==> src/rtl/muldiv_sched_if.sv <==
// muldiv_sched_if: EX-side command/read handshake plus the Multiplier HI/LO unit connection.
interface muldiv_sched_if;
   logic        req_valid;
   logic [2:0]  req_ctrl;
   logic [31:0] req_a;
   logic [31:0] req_b;
   logic        req_ready;
   logic        flush;
   logic        rd_req;
   logic        rd_sel;
   logic        rd_ready;
   logic        rd_valid;
   logic [31:0] rd_data;
   logic        md_start;
   logic [2:0]  md_ctrl;
   logic [31:0] md_a;
   logic [31:0] md_b;
   logic        md_busy;
   logic [31:0] md_hi;
   logic [31:0] md_lo;
   logic        err_timeout;
   modport slave (
      input  req_valid, req_ctrl, req_a, req_b, flush, rd_req, rd_sel, md_busy, md_hi, md_lo,
      output req_ready, rd_ready, rd_valid, rd_data, md_start, md_ctrl, md_a, md_b, err_timeout
   );
   modport master (
      output req_valid, req_ctrl, req_a, req_b, flush, rd_req, rd_sel, md_busy, md_hi, md_lo,
      input  req_ready, rd_ready, rd_valid, rd_data, md_start, md_ctrl, md_a, md_b, err_timeout
   );
endinterface

==> src/rtl/muldiv_sched.sv <==
// muldiv_sched: buffers one mult/div/mthi/mtlo command, issues it only when the HI/LO unit is idle,
// and serves mfhi/mflo reads after all older commands have retired.
module muldiv_sched #(
   parameter int TIMEOUT = 31,
   parameter int CNT_W   = 6
) (
   input logic           clk,
   input logic           reset,
   muldiv_sched_if.slave bus
);
   localparam logic [0:0] IDLE    = 1'b0;
   localparam logic [0:0] RUN     = 1'b1;
   localparam logic [2:0] MT_MUL  = 3'd1;
   localparam logic [2:0] MT_DIVU = 3'd4;
   logic [0:0]       state_q, state_d;
   logic             pend_valid_q, pend_valid_d;
   logic [2:0]       pend_ctrl_q;
   logic [31:0]      pend_a_q, pend_b_q;
   logic [CNT_W-1:0] wd_cnt_q, wd_cnt_d;
   logic             rd_valid_q;
   logic [31:0]      rd_data_q;
   logic             err_q, err_d;
   logic             accept, issue, rd_acc, is_long;
   assign bus.req_ready   = !pend_valid_q && !bus.flush;
   assign accept          = bus.req_valid && bus.req_ready;
   assign issue           = pend_valid_q && state_q == IDLE && !bus.flush;
   assign bus.md_start    = issue;
   assign bus.md_ctrl     = pend_ctrl_q;
   assign bus.md_a        = pend_a_q;
   assign bus.md_b        = pend_b_q;
   // a read waits for both the slot and the unit, and yields to a command presented the same cycle
   assign bus.rd_ready    = state_q == IDLE && !pend_valid_q && !bus.req_valid && !bus.flush;
   assign rd_acc          = bus.rd_req && bus.rd_ready;
   assign bus.rd_valid    = rd_valid_q;
   assign bus.rd_data     = rd_data_q;
   assign bus.err_timeout = err_q;
   assign is_long         = pend_ctrl_q >= MT_MUL && pend_ctrl_q <= MT_DIVU;
   assign pend_valid_d    = accept ? 1'b1 : (issue || bus.flush) ? 1'b0 : pend_valid_q;
   always_comb begin
      state_d  = state_q;
      wd_cnt_d = wd_cnt_q;
      err_d    = err_q;
      if (state_q == IDLE) begin
         if (issue && is_long) begin
            state_d  = RUN;
            wd_cnt_d = '0;
         end
      end else if (!bus.md_busy) begin
         state_d = IDLE;
      end else if (wd_cnt_q == CNT_W'(TIMEOUT - 1)) begin
         err_d   = 1'b1;
         state_d = IDLE;
      end else begin
         wd_cnt_d = wd_cnt_q + 1'b1;
      end
   end
   always_ff @(posedge clk) begin
      if (reset) begin
         state_q      <= IDLE;
         pend_valid_q <= 1'b0;
         pend_ctrl_q  <= '0;
         pend_a_q     <= '0;
         pend_b_q     <= '0;
         wd_cnt_q     <= '0;
         rd_valid_q   <= 1'b0;
         rd_data_q    <= '0;
         err_q        <= 1'b0;
      end else begin
         state_q      <= state_d;
         pend_valid_q <= pend_valid_d;
         wd_cnt_q     <= wd_cnt_d;
         err_q        <= err_d;
         rd_valid_q   <= rd_acc;
         if (accept) begin
            pend_ctrl_q <= bus.req_ctrl;
            pend_a_q    <= bus.req_a;
            pend_b_q    <= bus.req_b;
         end
         if (rd_acc) rd_data_q <= bus.rd_sel ? bus.md_hi : bus.md_lo;
      end
   end
endmodule

==> src/flat_wrapper.sv <==
// flat-port wrapper written by rule: the top's interface ports become plain ports
module muldiv_sched_flat 
#(
   parameter int TIMEOUT = 31,
   parameter int CNT_W   = 6
)
  (clk, reset, bus_req_valid, bus_req_ctrl, bus_req_a, bus_req_b, bus_flush, bus_rd_req, bus_rd_sel, bus_md_busy, bus_md_hi, bus_md_lo, bus_req_ready, bus_rd_ready, bus_rd_valid, bus_rd_data, bus_md_start, bus_md_ctrl, bus_md_a, bus_md_b, bus_err_timeout);
  muldiv_sched_if bus_i ();
  input logic clk;
  input logic reset;
  input wire logic [$bits(bus_i.req_valid)-1:0] bus_req_valid;
  input wire logic [$bits(bus_i.req_ctrl)-1:0] bus_req_ctrl;
  input wire logic [$bits(bus_i.req_a)-1:0] bus_req_a;
  input wire logic [$bits(bus_i.req_b)-1:0] bus_req_b;
  input wire logic [$bits(bus_i.flush)-1:0] bus_flush;
  input wire logic [$bits(bus_i.rd_req)-1:0] bus_rd_req;
  input wire logic [$bits(bus_i.rd_sel)-1:0] bus_rd_sel;
  input wire logic [$bits(bus_i.md_busy)-1:0] bus_md_busy;
  input wire logic [$bits(bus_i.md_hi)-1:0] bus_md_hi;
  input wire logic [$bits(bus_i.md_lo)-1:0] bus_md_lo;
  output wire logic [$bits(bus_i.req_ready)-1:0] bus_req_ready;
  output wire logic [$bits(bus_i.rd_ready)-1:0] bus_rd_ready;
  output wire logic [$bits(bus_i.rd_valid)-1:0] bus_rd_valid;
  output wire logic [$bits(bus_i.rd_data)-1:0] bus_rd_data;
  output wire logic [$bits(bus_i.md_start)-1:0] bus_md_start;
  output wire logic [$bits(bus_i.md_ctrl)-1:0] bus_md_ctrl;
  output wire logic [$bits(bus_i.md_a)-1:0] bus_md_a;
  output wire logic [$bits(bus_i.md_b)-1:0] bus_md_b;
  output wire logic [$bits(bus_i.err_timeout)-1:0] bus_err_timeout;
  assign bus_i.req_valid = bus_req_valid;
  assign bus_i.req_ctrl = bus_req_ctrl;
  assign bus_i.req_a = bus_req_a;
  assign bus_i.req_b = bus_req_b;
  assign bus_i.flush = bus_flush;
  assign bus_i.rd_req = bus_rd_req;
  assign bus_i.rd_sel = bus_rd_sel;
  assign bus_i.md_busy = bus_md_busy;
  assign bus_i.md_hi = bus_md_hi;
  assign bus_i.md_lo = bus_md_lo;
  assign bus_req_ready = bus_i.req_ready;
  assign bus_rd_ready = bus_i.rd_ready;
  assign bus_rd_valid = bus_i.rd_valid;
  assign bus_rd_data = bus_i.rd_data;
  assign bus_md_start = bus_i.md_start;
  assign bus_md_ctrl = bus_i.md_ctrl;
  assign bus_md_a = bus_i.md_a;
  assign bus_md_b = bus_i.md_b;
  assign bus_err_timeout = bus_i.err_timeout;
  muldiv_sched #(.TIMEOUT(TIMEOUT), .CNT_W(CNT_W)) u_core (.clk(clk), .reset(reset), .bus(bus_i));
endmodule
==> config.mk <==
export PLATFORM = sky130hd
export DESIGN_NAME = muldiv_sched_flat
export DESIGN_NICKNAME = d
export VERILOG_FILES = /design/src/rtl/muldiv_sched_if.sv /design/src/rtl/muldiv_sched.sv /design/src/flat_wrapper.sv
export SDC_FILE = /design/constraint.sdc
export NUM_CORES = 1
export LEC_CHECK = 0
export BUFFER_PORTS_ARGS = -buffer_cell sky130_fd_sc_hd__buf_2
export CAP_MARGIN = 10
export CELL_PAD_IN_SITES_DETAIL_PLACEMENT = 1
export CELL_PAD_IN_SITES_GLOBAL_PLACEMENT = 2
export CORE_MARGIN = 2
export CORE_UTILIZATION = 23
export CTS_CLUSTER_DIAMETER = 80
export DETAILED_ROUTE_END_ITERATION = 10
export PLACE_DENSITY = 0.82
export SLEW_MARGIN = 20
export SYNTH_ARGS = -nofsm -noshare
export SYNTH_HDL_FRONTEND = slang
export SYNTH_SLANG_ARGS = --single-unit
==> constraint.sdc <==
create_clock -name clk -period 1.95 [get_ports clk]
set_input_delay 0.195 -clock clk [delete_from_list [all_inputs] [get_ports clk]]
set_output_delay 0.195 -clock clk [all_outputs]
set_load 0.02 [all_outputs]
==> results_dict.tcl <==
set metrics [dict create \
    status "finished clean" \
    die_y_um 140 \
    grt_max_degree 68 \
    grtUsageTotal_pct 13.5 \
    cp_max_fo 5 \
    rows 49 \
    syn_nets 629 \
    worst_hold_path_type "input pin to flip-flop" \
    cellLeakagePower_uw 0.00275 \
    ys_ff_latch 109 \
    synthToLayoutAreaGrowth_pct 39.6 \
    die_w_um 140 \
    dr.pass1.iters 3 \
    path_depth 6 \
    post-route-drc-count 0 \
    finalCriticalPeriod_ns 1.66 \
    ctsResizeCount 0 \
    peakVddDrop_v 0.000393 \
    utilization_pct 33.0 \
    synth-adder-area-share_pct 0.585 \
    stdcell_count 947 \
    end_kind "flip-flop" \
    crit_path_cell_trace "inv_1 -> ha_1 -> nand2b_1 -> o211ai_1 -> or3b_2 -> a21oi_1" \
    routedWlPerCell_um 14.3 \
    seq_power_share_pct 49.0 \
    dp_cells 930 \
    p_switching_uw 1320 \
    synth_compound_area_share_pct 16.7 \
    synth.distinct_cells 31 \
    rsz0062_at_grt "false" \
    drtAntennaViolNets 0 \
    io_pins 242 \
    drive_above_1_share_pct 40.2 \
    clockRootBuffer "clkbuf_16" \
    finalClockSkew_ns 0.00570 \
    vias 4089 \
    crit_required_ns 2.23 \
    setup_viol 0 \
    antenna_found_initial 1 \
    finalCritPeriodShare_pct 85.2 \
    max_slew_margin_pct 75.0 \
    clockPowerShare_pct 36.1 \
    fmax_ghz 0.602 \
    fin_nets 852 \
    place.gp.congestion 0.695 \
    cp_top_family "simple AND/OR/NAND/NOR gates" \
    drt_iter0_drc 112 \
    nFillCells 2213 \
    hold_viol 0 \
    slew_viol_final 0 \
    worst_pin_slew_ns 0.375 \
    cp_slowest_cell "or3b_2" \
    clock_path_buffers 2 \
    ys_seq_area_share_pct 51.0 \
    io_buffers 241 \
    synth_top_family_by_area "simple AND/OR/NAND/NOR gates" \
    critical_path_class "flip-flop to flip-flop" \
    syn_inst 489 \
    path_clk_slew_ns 0.07 \
    fin_hold_ws_ns 0.0751 \
    clock_sinks 109 \
    syn_area_per_cell_um2 8.75 \
    ff_latch_area_um2 2180 \
    yosys.area_share.simple_pct 18.5 \
    slowest_delay_ns 0.47 \
    grt_first_pass_wirelength_um 21200 \
    holdPathStages 3 \
    dieArea_um2 19700 \
    setup.worst_path.start_class "flip-flop" \
    setup_tns_ns 0 \
    worstRegToRegCells 6 \
    wl_um 13600 \
    multi_input_area_um2 1890 \
    first_global_vias 4111 \
    yosys_warnings 0 \
    cts_tree "done" \
    numCtsBuffers 9 \
    clock_latency_ns 0.35 \
    combPwrFrac_pct 14.9 \
    power_density_nw_per_um2 810 \
    ctsHoldBuffers 0 \
    p_int_uw 3510 \
    vias_per_cell 4.32 \
    synth.area.mux_share_pct 8.19 \
    netlist_area_um2 4280 \
    core_area_um2 18100 \
    htreeDepth 3 \
    drv_cap 0 \
    post-dp-hpwl_um 9750 \
    swShare_pct 27.4 \
    arrival_ns 1.94 \
    synth_xor_area_share_pct 0.205 \
    postCtsSetupRepairBufs 0 \
    grt_overflow_total 0 \
    cp_num_buf_inv 1 \
    start_util_pct 23.7 \
]
==> routing by layer <==
layer,wire [um],global-route usage [%],vias up
met5,0,0,-
met1,6150,16.7,1833
li1,-,-,2091
met3,1200,5.16,7
met2,6110,22.2,158
met4,119,3.35,0
==> cell usage after synthesis (all sizes together) <==
| master | instances | area share, % |
|---|---|---|
| nor3 | 5 | 0.58 |
| o211ai | 3 | 0.53 |
| nand2 | 136 | 12 |
| nand2b | 2 | 0.29 |
| buf | 21 | 3.2 |
| mux2i | 35 | 8.2 |
| or3b | 1 | 0.20 |
| a211oi | 32 | 7.6 |
| nor4 | 1 | 0.29 |
| a21oi | 70 | 8.2 |
| nand3 | 5 | 0.58 |
| and2 | 2 | 0.32 |
| and4 | 1 | 0.20 |
| clkbuf | 17 | 1.5 |
| xor2 | 1 | 0.20 |
| o21ai | 2 | 0.23 |
| and3 | 2 | 0.29 |
| nor3b | 1 | 0.18 |
| dfxtp | 109 | 51 |
| inv | 1 | 0.088 |
| nor2b | 2 | 0.29 |
| a31oi | 1 | 0.15 |
| nor2 | 36 | 3.2 |
| or3 | 1 | 0.15 |
| ha | 2 | 0.58 |
==> state kept, by name, summed over array words and instances, names as in the netlist <==
register and flops:
u_core.pend_valid_q 1, u_core.bus.err_timeout 1, u_core.bus.rd_data 32, u_core.bus.md_b 32, u_core.bus.md_a 32, u_core.state_q 1
u_core.wd_cnt_q 6, u_core.bus.rd_valid 1, u_core.bus.md_ctrl 3
==> area by class of cell <==
type | instances | area share (%)
antenna | 1 | 0.0419
clock inverter | 6 | 0.649
multi-input combinational | 341 | 31.7
tap | 229 | 4.80
sequential | 109 | 36.5
clock buffer | 10 | 4.00
timing repair buffer | 250 | 22.2
inverter | 1 | 0.0629
==> cells by family (layout without fill, tap and decap cells) <==
| kind of cell | Yosys count | count (layout) |
|---|---|---|
| compound gates | 108 | 108 |
| xor+xnor | 1 | 1 |
| fa+ha+maj | 2 | 2 |
| buf+inv | 39 | 267 |
| flops | 109 | 109 |
| mux | 35 | 35 |
| other cells | 0 | 1 |
| simple gates | 195 | 195 |
==> final timing paths <==
path	from	end	slack [ns]
min	bus_req_a[9]	u_core.bus.md_a[9]$_SDFFE_PP0P_	0.08
min reg2reg	u_core.bus.md_a[7]$_SDFFE_PP0P_	u_core.bus.md_a[7]$_SDFFE_PP0P_	0.45
max reg2reg	u_core.wd_cnt_q[0]$_SDFFE_PP0P_	u_core.wd_cnt_q[1]$_SDFFE_PP0P_	0.29
max	u_core.wd_cnt_q[0]$_SDFFE_PP0P_	u_core.wd_cnt_q[1]$_SDFFE_PP0P_	0.29
==> placed cells by master, fill, tap and decap left out, drive strengths merged, types with 2 or more instances in the layout <==
cell | synthesis | routed
buf | 21 | 250
clkbuf | 17 | 10
ha | 2 | 2
o21ai | 2 | 2
mux2i | 35 | 35
clkinv | 0 | 4
nand2b | 2 | 2
nor2b | 2 | 2
clkinvlp | 0 | 2
and2 | 2 | 2
nor2 | 36 | 36
nor3 | 5 | 5
nand3 | 5 | 5
a21oi | 70 | 70
nand2 | 136 | 136
a211oi | 32 | 32
o211ai | 3 | 3
dfxtp | 109 | 109
and3 | 2 | 2
==> worst register-to-register path: cells and delay by family, from the launching register on <==
kind	cells	cell delay, ns
AOI/OAI and AO/OA	2	0.32
adders and majority gates	1	0.21
buffers and inverters	1	0.07
DFF	1	0.37
and+or+nand+nor	2	0.63
==> per-stage QoR <==
stage / setup WS, ns / power [uW] / instance area, um2
after floorplan: 0.275 / 2840 / 4280
after global placement: 0.338 / 3150 / 5690
after detailed placement: 0.285 / 3160 / 5690
after CTS: 0.265 / 4960 / 5970
after global routing: 0.136 / 5140 / 5970
final: 0.289 / 4840 / 5970
==> power by group through the flow <==
stage / clock network (uW) / logic, uW / registers, uW
global route: 1960 / 794 / 2390
global placement: 0 / 727 / 2420
CTS: 1850 / 738 / 2370
detailed placement: 0 / 735 / 2420
finish: 1750 / 722 / 2370
floorplan: 0 / 292 / 2550
No activity file was read; power rests on OpenSTA's default activity.
